$ cat src/rtl/dmux_pkg.sv
// ============================================================================
// Module : dmux_pkg
// Brief  : Lane counts and select type shared by the dmux_way_router slice.
// Rev    : 1.0 - initial release
// ============================================================================
`default_nettype none

package dmux_pkg;
  localparam int LANES4 = 4;
  localparam int LANES8 = 8;
  localparam int SEL_W  = 3;

  typedef logic [SEL_W-1:0] sel_t;
endpackage

`default_nettype wire

$ cat src/rtl/dmux_way_router_if.sv
// ============================================================================
// Module : dmux_way_router_if
// Brief  : Data, select, enable and lane outputs of dmux_way_router.
//          Status outputs exist only with DMUX_LANE_STATUS_EN defined.
// Rev    : 1.0 - initial release
// ============================================================================
`default_nettype none

interface dmux_way_router_if #(
  parameter int WIDTH = 1
);
  import dmux_pkg::*;

  logic                      en;
  logic [WIDTH-1:0]          in;
  sel_t                      sel;
  logic [LANES4*WIDTH-1:0]   out4;
  logic [LANES8*WIDTH-1:0]   out8;
`ifdef DMUX_LANE_STATUS_EN
  logic [LANES4-1:0]         hit4;
  logic [LANES8-1:0]         hit8;

  modport master (output en, in, sel, input out4, out8, hit4, hit8);
  modport slave  (input en, in, sel, output out4, out8, hit4, hit8);
`else
  modport master (output en, in, sel, input out4, out8);
  modport slave  (input en, in, sel, output out4, out8);
`endif
endinterface

`default_nettype wire

$ cat src/rtl/dmux_n_way.sv
// ============================================================================
// Module : dmux_n_way
// Brief  : Combinational 1-to-2**SEL_W demultiplexer; unselected lanes are 0.
// Rev    : 1.0 - initial release
// ============================================================================
`default_nettype none

module dmux_n_way #(
  parameter int WIDTH = 1,
  parameter int SEL_W = 2
) (
  input  wire logic [WIDTH-1:0]               i_data,
  input  wire logic [SEL_W-1:0]               i_sel,
  output logic      [(1<<SEL_W)*WIDTH-1:0]    o_lanes
);
  localparam int LANES = 1 << SEL_W;

  always_comb begin
    o_lanes = '0;
    for (int k = 0; k < LANES; k++) begin
      if (i_sel == SEL_W'(k)) begin
        o_lanes[k*WIDTH +: WIDTH] = i_data;
      end
    end
  end
endmodule

`default_nettype wire

$ cat src/rtl/dmux_way_router.sv
// ============================================================================
// Module : dmux_way_router
// Brief  : Registered 1-to-4 / 1-to-8 demux pair on a shared input and select.
//          Optional lane-hit status outputs: define DMUX_LANE_STATUS_EN.
// Rev    : 1.0 - initial release
// ============================================================================
`default_nettype none

module dmux_way_router #(
  parameter int WIDTH = 1
) (
  input  wire logic          clk,
  input  wire logic          rst_n,
  dmux_way_router_if.slave   bus
);
  import dmux_pkg::*;

  logic [LANES4*WIDTH-1:0] w_core4;
  logic [LANES8*WIDTH-1:0] w_core8;
  logic [LANES4*WIDTH-1:0] r_out4;
  logic [LANES8*WIDTH-1:0] r_out8;

  // The 4-way path deliberately drops sel[2].
  dmux_n_way #(.WIDTH(WIDTH), .SEL_W(2)) u_dmux4 (
    .i_data  (bus.in),
    .i_sel   (bus.sel[1:0]),
    .o_lanes (w_core4)
  );

  dmux_n_way #(.WIDTH(WIDTH), .SEL_W(SEL_W)) u_dmux8 (
    .i_data  (bus.in),
    .i_sel   (bus.sel),
    .o_lanes (w_core8)
  );

  always_ff @(posedge clk) begin
    if (!rst_n) begin
      r_out4 <= '0;
      r_out8 <= '0;
    end else if (bus.en) begin
      r_out4 <= w_core4;
      r_out8 <= w_core8;
    end
  end

  assign bus.out4 = r_out4;
  assign bus.out8 = r_out8;

`ifdef DMUX_LANE_STATUS_EN
  logic [LANES4-1:0] w_hit4;
  logic [LANES8-1:0] w_hit8;
  logic [LANES4-1:0] r_hit4;
  logic [LANES8-1:0] r_hit8;

  // A lane is nonzero exactly when it is selected and in != 0.
  for (genvar k = 0; k < LANES4; k++) begin : g_hit4
    assign w_hit4[k] = |w_core4[k*WIDTH +: WIDTH];
  end

  for (genvar k = 0; k < LANES8; k++) begin : g_hit8
    assign w_hit8[k] = |w_core8[k*WIDTH +: WIDTH];
  end

  always_ff @(posedge clk) begin
    if (!rst_n) begin
      r_hit4 <= '0;
      r_hit8 <= '0;
    end else if (bus.en) begin
      r_hit4 <= w_hit4;
      r_hit8 <= w_hit8;
    end
  end

  assign bus.hit4 = r_hit4;
  assign bus.hit8 = r_hit8;
`endif
endmodule

`default_nettype wire

$ cat src/flat_wrapper.sv
// flat-port wrapper written by rule: the top's interface ports become plain ports
module dmux_way_router_flat import dmux_pkg::*;
#(
  parameter int WIDTH = 1
)
  (clk, rst_n, bus_en, bus_in, bus_sel, bus_out4, bus_out8);
  dmux_way_router_if #(.WIDTH(WIDTH)) bus_i ();
  input  wire logic clk;
  input  wire logic rst_n;
  input wire logic [$bits(bus_i.en)-1:0] bus_en;
  input wire logic [$bits(bus_i.in)-1:0] bus_in;
  input wire logic [$bits(bus_i.sel)-1:0] bus_sel;
  output wire logic [$bits(bus_i.out4)-1:0] bus_out4;
  output wire logic [$bits(bus_i.out8)-1:0] bus_out8;
  assign bus_i.en = bus_en;
  assign bus_i.in = bus_in;
  assign bus_i.sel = bus_sel;
  assign bus_out4 = bus_i.out4;
  assign bus_out8 = bus_i.out8;
  dmux_way_router #(.WIDTH(WIDTH)) u_core (.clk(clk), .rst_n(rst_n), .bus(bus_i));
endmodule
$ cat config.mk
export PLATFORM = sky130hd
export DESIGN_NAME = dmux_way_router_flat
export DESIGN_NICKNAME = d
export VERILOG_FILES = /design/src/rtl/dmux_pkg.sv /design/src/rtl/dmux_way_router_if.sv /design/src/rtl/dmux_n_way.sv /design/src/rtl/dmux_way_router.sv /design/src/flat_wrapper.sv
export SDC_FILE = /design/constraint.sdc
export NUM_CORES = 1
export LEC_CHECK = 0
export ABC_AREA = 1
export CAP_MARGIN = 10
export CORE_AREA = 2 2 39 41
export CTS_BUF_LIST = sky130_fd_sc_hd__clkbuf_8
export CTS_CLUSTER_DIAMETER = 50
export DETAILED_ROUTE_END_ITERATION = 12
export DIE_AREA = 0 0 41 43
export PLACE_DENSITY = 0.75
export SYNTH_ARGS = -nofsm -noshare
export SYNTH_HDL_FRONTEND = slang
export SYNTH_SLANG_ARGS = --single-unit
$ cat constraint.sdc
create_clock -name clk -period 2.2 [get_ports clk]
set_clock_uncertainty 0.2 [all_clocks]
set_input_delay 0.33 -clock clk [delete_from_list [all_inputs] [get_ports clk]]
set_output_delay 0.33 -clock clk [all_outputs]
set_load 0.1 [all_outputs]
Word level (Yosys, flattened, before mapping). Cells that the tools add are included.

Eq/ne operators: 10. Muxes and demuxes: 12. Reduce and logical (&&, ||, !) cells: 2.

Operator list (count): $eq A3 B3 Y1 const B (4); $mux W1 (12); $eq A3 B2 Y1 const B (2); $eq A2 B2 Y1 const B (2); $eq A3 B1 Y1 const B (1); $logic_not A3 Y1 (1); $eq A2 B1 Y1 const B (1); $logic_not A2 Y1 (1).

Bits in registers: 12. Bits of input ports: 7. Logic and storage cells: 26.

Depth between registers and ports, before layout.
Depth after elaboration: 2. Mapped depth: 4.

Cells and area by module. From an unflattened synthesis, not the netlist that was laid out.

Cells, all modules: 100. Area, all modules: 586.8 um^2.

By module, submodules not included: dmux_way_router (instances 1, cells an instance 75, area each 493.0 um^2, seq. area each 240.2 um^2); dmux_n_way (u_core.u_dmux8) (instances 1, cells an instance 17, area each 63.8 um^2, seq. area each 0.0 um^2); dmux_n_way (u_core.u_dmux4) (instances 1, cells an instance 8, area each 30.0 um^2, seq. area each 0.0 um^2).

Worst setup path after synthesis. OpenSTA, ideal clock, no wires.

Path kind: register to register. Start: register u_core.bus.out8[0] (netlist name). End: register u_core.r_out8[0], in the netlist u_core.bus.out8[0]. Setup time: 0.067 ns. Arrival time: 1.226 ns. Data required time: 1.933 ns. Path slack: 0.707 ns. Cell stages (with the launch flop): 3. Buffers on the path: 0. Period minus slack after synthesis: 1.493 ns. Cells stage by stage: dfxtp_1 -> nand2_1 -> a21oi_2.

RTL lines: end signal, assigned (line dmux_way_router.sv:42) `r_out8 <= w_core8;`; end, declared (line dmux_way_router.sv:21) `logic [LANES8*WIDTH-1:0] r_out8;`.

Final worst setup path.
Start: register u_core.r_out8[3], in the netlist u_core.bus.out8[3]. End: output bus_out8[3].

RTL lines: end, declared (line flat_wrapper.sv:14) `output wire logic [$bits(bus_i.out8)-1:0] bus_out8;`.

No word-level cell between the ends.

==> results.md <==
- Worst VDD drop: 0.2756 mV
- Ys async rst share: 0%
- Post-synth EDFFs: 0
- Hold bufs inserted after CTS: 0
- I/O pins: 19
- Root buffer cell: clkbuf_8
- Minimum clock period: 1.402 ns
- Pwr dens: around 770 nW/um^2
- Synth-to-layout area growth: 42.28%
- DRC viols: 0
- Final WL: 1027 um
- Placed insts: 92
- CP Launch Type: register
- Setup slack at placement: approximately 0.57 ns
- Crit end category: output port
- Nets@finish: 88
- Die area: roughly 1800 um^2
- Critical path class: reg2out
- Skew-Pair Late Insertion Delay: between 0.2 and 0.25 ns
- Post-synth top cells: nand2_1, dfxtp_1, a21oi_1
- Final period util: 63.72%
- Vias in the first global route: 425
- Critical path cell sequence: buf_4
- Final Core Density: approximately half
- PortBufs: 18
- RSZ-0062 raised after global routing: no
- Max FO, Critical Path: 2
- First-pass GRT wire length: approximately 1700 um
- Std cell rows: 14
- PnR worst setup slack: roughly 0.8 ns
- H-tree depth: 1
- Worst path arrival time: 0.87 ns
- Routability congestion estimate: 0.7057
- Total vias in the final route: 441
- Slew @ Worst Pin: 0.4117 ns
- Num CTS Buffers: 3
- Synth cell types: 13
- Placed instance area: ~650 um^2
- CTS sink cnt: 12
- Fmax: approximately 0.71 GHz
- Buffers & Inverters on Critical Path: 1
- Final Hold Slack: roughly 0.27 ns
- Clock-pin slew on the worst setup and hold paths: approximately 0.050 ns
- Post-synth top area share: between 40 and 50%
- Ant diodes: 0
- Register Area: approximately 240 um^2
- Synthesized area: ~500 um^2
- Layout Cells excl Fill: 96
- Synthesized Nets: between 60 and 70
- YS warnings: 0
- WL/cell: between 10 and 15 um
- Starting Density: between 30% and 40%
- Outcome: complete, no violations
- Ranking of synthesized cells by area: dfxtp_1, nand2_1, a21oi_1
- Final setup fails: 0
- TNS Setup: 0 ns
- Count leader, synth: nand2_1
- Filler Cell Count: 130
- #FFs+latches synth: 12
- Largest net degree at the start of global routing: 14
- Hold Crit Class: reg2reg
- Post-CTS Setup Inserts: 0
- Total power: approximately 0.54 mW
- DRT iter0 DRCs: 11
- Iteration count of the initial detailed-routing pass: 4
- Die Height: between 40 and 50 um
- Routed vias/inst: 4.594
- Crit-path slowest cell: dfxtp_1
- CP delay by family, top: flip-flops
- Syn Inst Count: 60
- Syn avg cell area: roughly 8 um^2
- CTS tree: done
- Design area: ~700 um^2
- Initial antenna violation count: 0
- CP required: between 1.5 and 2 ns
- GRT Overall Usage: ~15%
- Sequential share of the synthesized area: 48.61%
- Multi-input gate area: 215.2 um^2
- Final hold violations: 0
- Dpl hpwl: around 750 um
- Layout cell share with drive strength beyond 1: between 30% and 40%
- Longest Clk Path Bufs: 2
- Final antenna-violating net count: 0
- Max incr delay on CP: 0.34 ns
- Core Box Area: between 1000 and 1500 um^2
- Die width: 41 um
- Post-CTS sizing: 0
- Top_reg_cell synth: dfxtp_1
- Grt total ovfl: 0
- Worst rel slew slack: between 70% and 80%
- Max-cap viol count: 0
- Largest area contributor in the netlist: dfxtp_1
- Leakage: 0.2777 nW
- Fin. max-slew vios: 0
[state kept, by name (all words and copies together), names as in the netlist]
signal,count
u_core.bus.out4,4
u_core.bus.out8,8
[area by class of cell]
class	count	share of cell area (%)
multi-input cells	40	30.60
repair buffers	18	21.35
inverters	6	3.203
clock buffers	4	7.829
well taps	16	2.847
flip-flops and latches	12	34.16
[report_power, final]
group / internal (mW) / total [mW] / switching [mW]
sequential: 0.221 / 0.223 / 0.00191
clock: 0.158 / 0.241 / 0.0831
combinational: 0.0209 / 0.0740 / 0.0531
[cells by family (layout without fill, tap and decap cells)]
group	count (synthesis)	in the layout	synth area share (%)
AND/OR/NAND/NOR	28	28	28.35
AO/OA/AOI/OAI	12	12	15.19
flip-flops	12	12	48.61
buffers and inverters	8	28	7.847
[placed cells by master, fill, tap and decap left out]
cell	Yosys	layout
clkdlybuf4s50_1	0	6
nand2_1	16	16
nor2_4	3	3
nor2_1	1	1
clkbuf_8	0	4
inv_2	1	1
dfxtp_1	12	12
clkinv_1	2	2
nand2_2	2	2
a21oi_1	8	8
nand3_1	6	6
a21oi_2	4	4
buf_4	0	12
inv_1	3	3
[worst paths after layout]
| kind | startpoint | to | slack [ns] | cells past startpoint |
|---|---|---|---|---|
| max | u_core.bus.out8[3] | bus_out8[3] | 0.80 | 1 |
| min reg2reg | u_core.bus.out8[6] | u_core.bus.out8[6] | 0.27 | 2 |
| min | u_core.bus.out8[6] | u_core.bus.out8[6] | 0.27 | 2 |
| max reg2reg | u_core.bus.out4[2] | u_core.bus.out4[2] | 1.39 | 2 |
[per-layer routing]
| metal | vias up | track usage, % | part of all wire (%) |
|---|---|---|---|
| met1 | 192 | 16.94 | 45 |
| met3 | 4 | 4.712 | 4.5 |
| met2 | 13 | 21.88 | 48 |
| met5 | - | 0 | 0 |
| li1 | 232 | - | - |
| met4 | 0 | 10.00 | 2.4 |
Note: power is estimated with default switching activity, not from simulation.
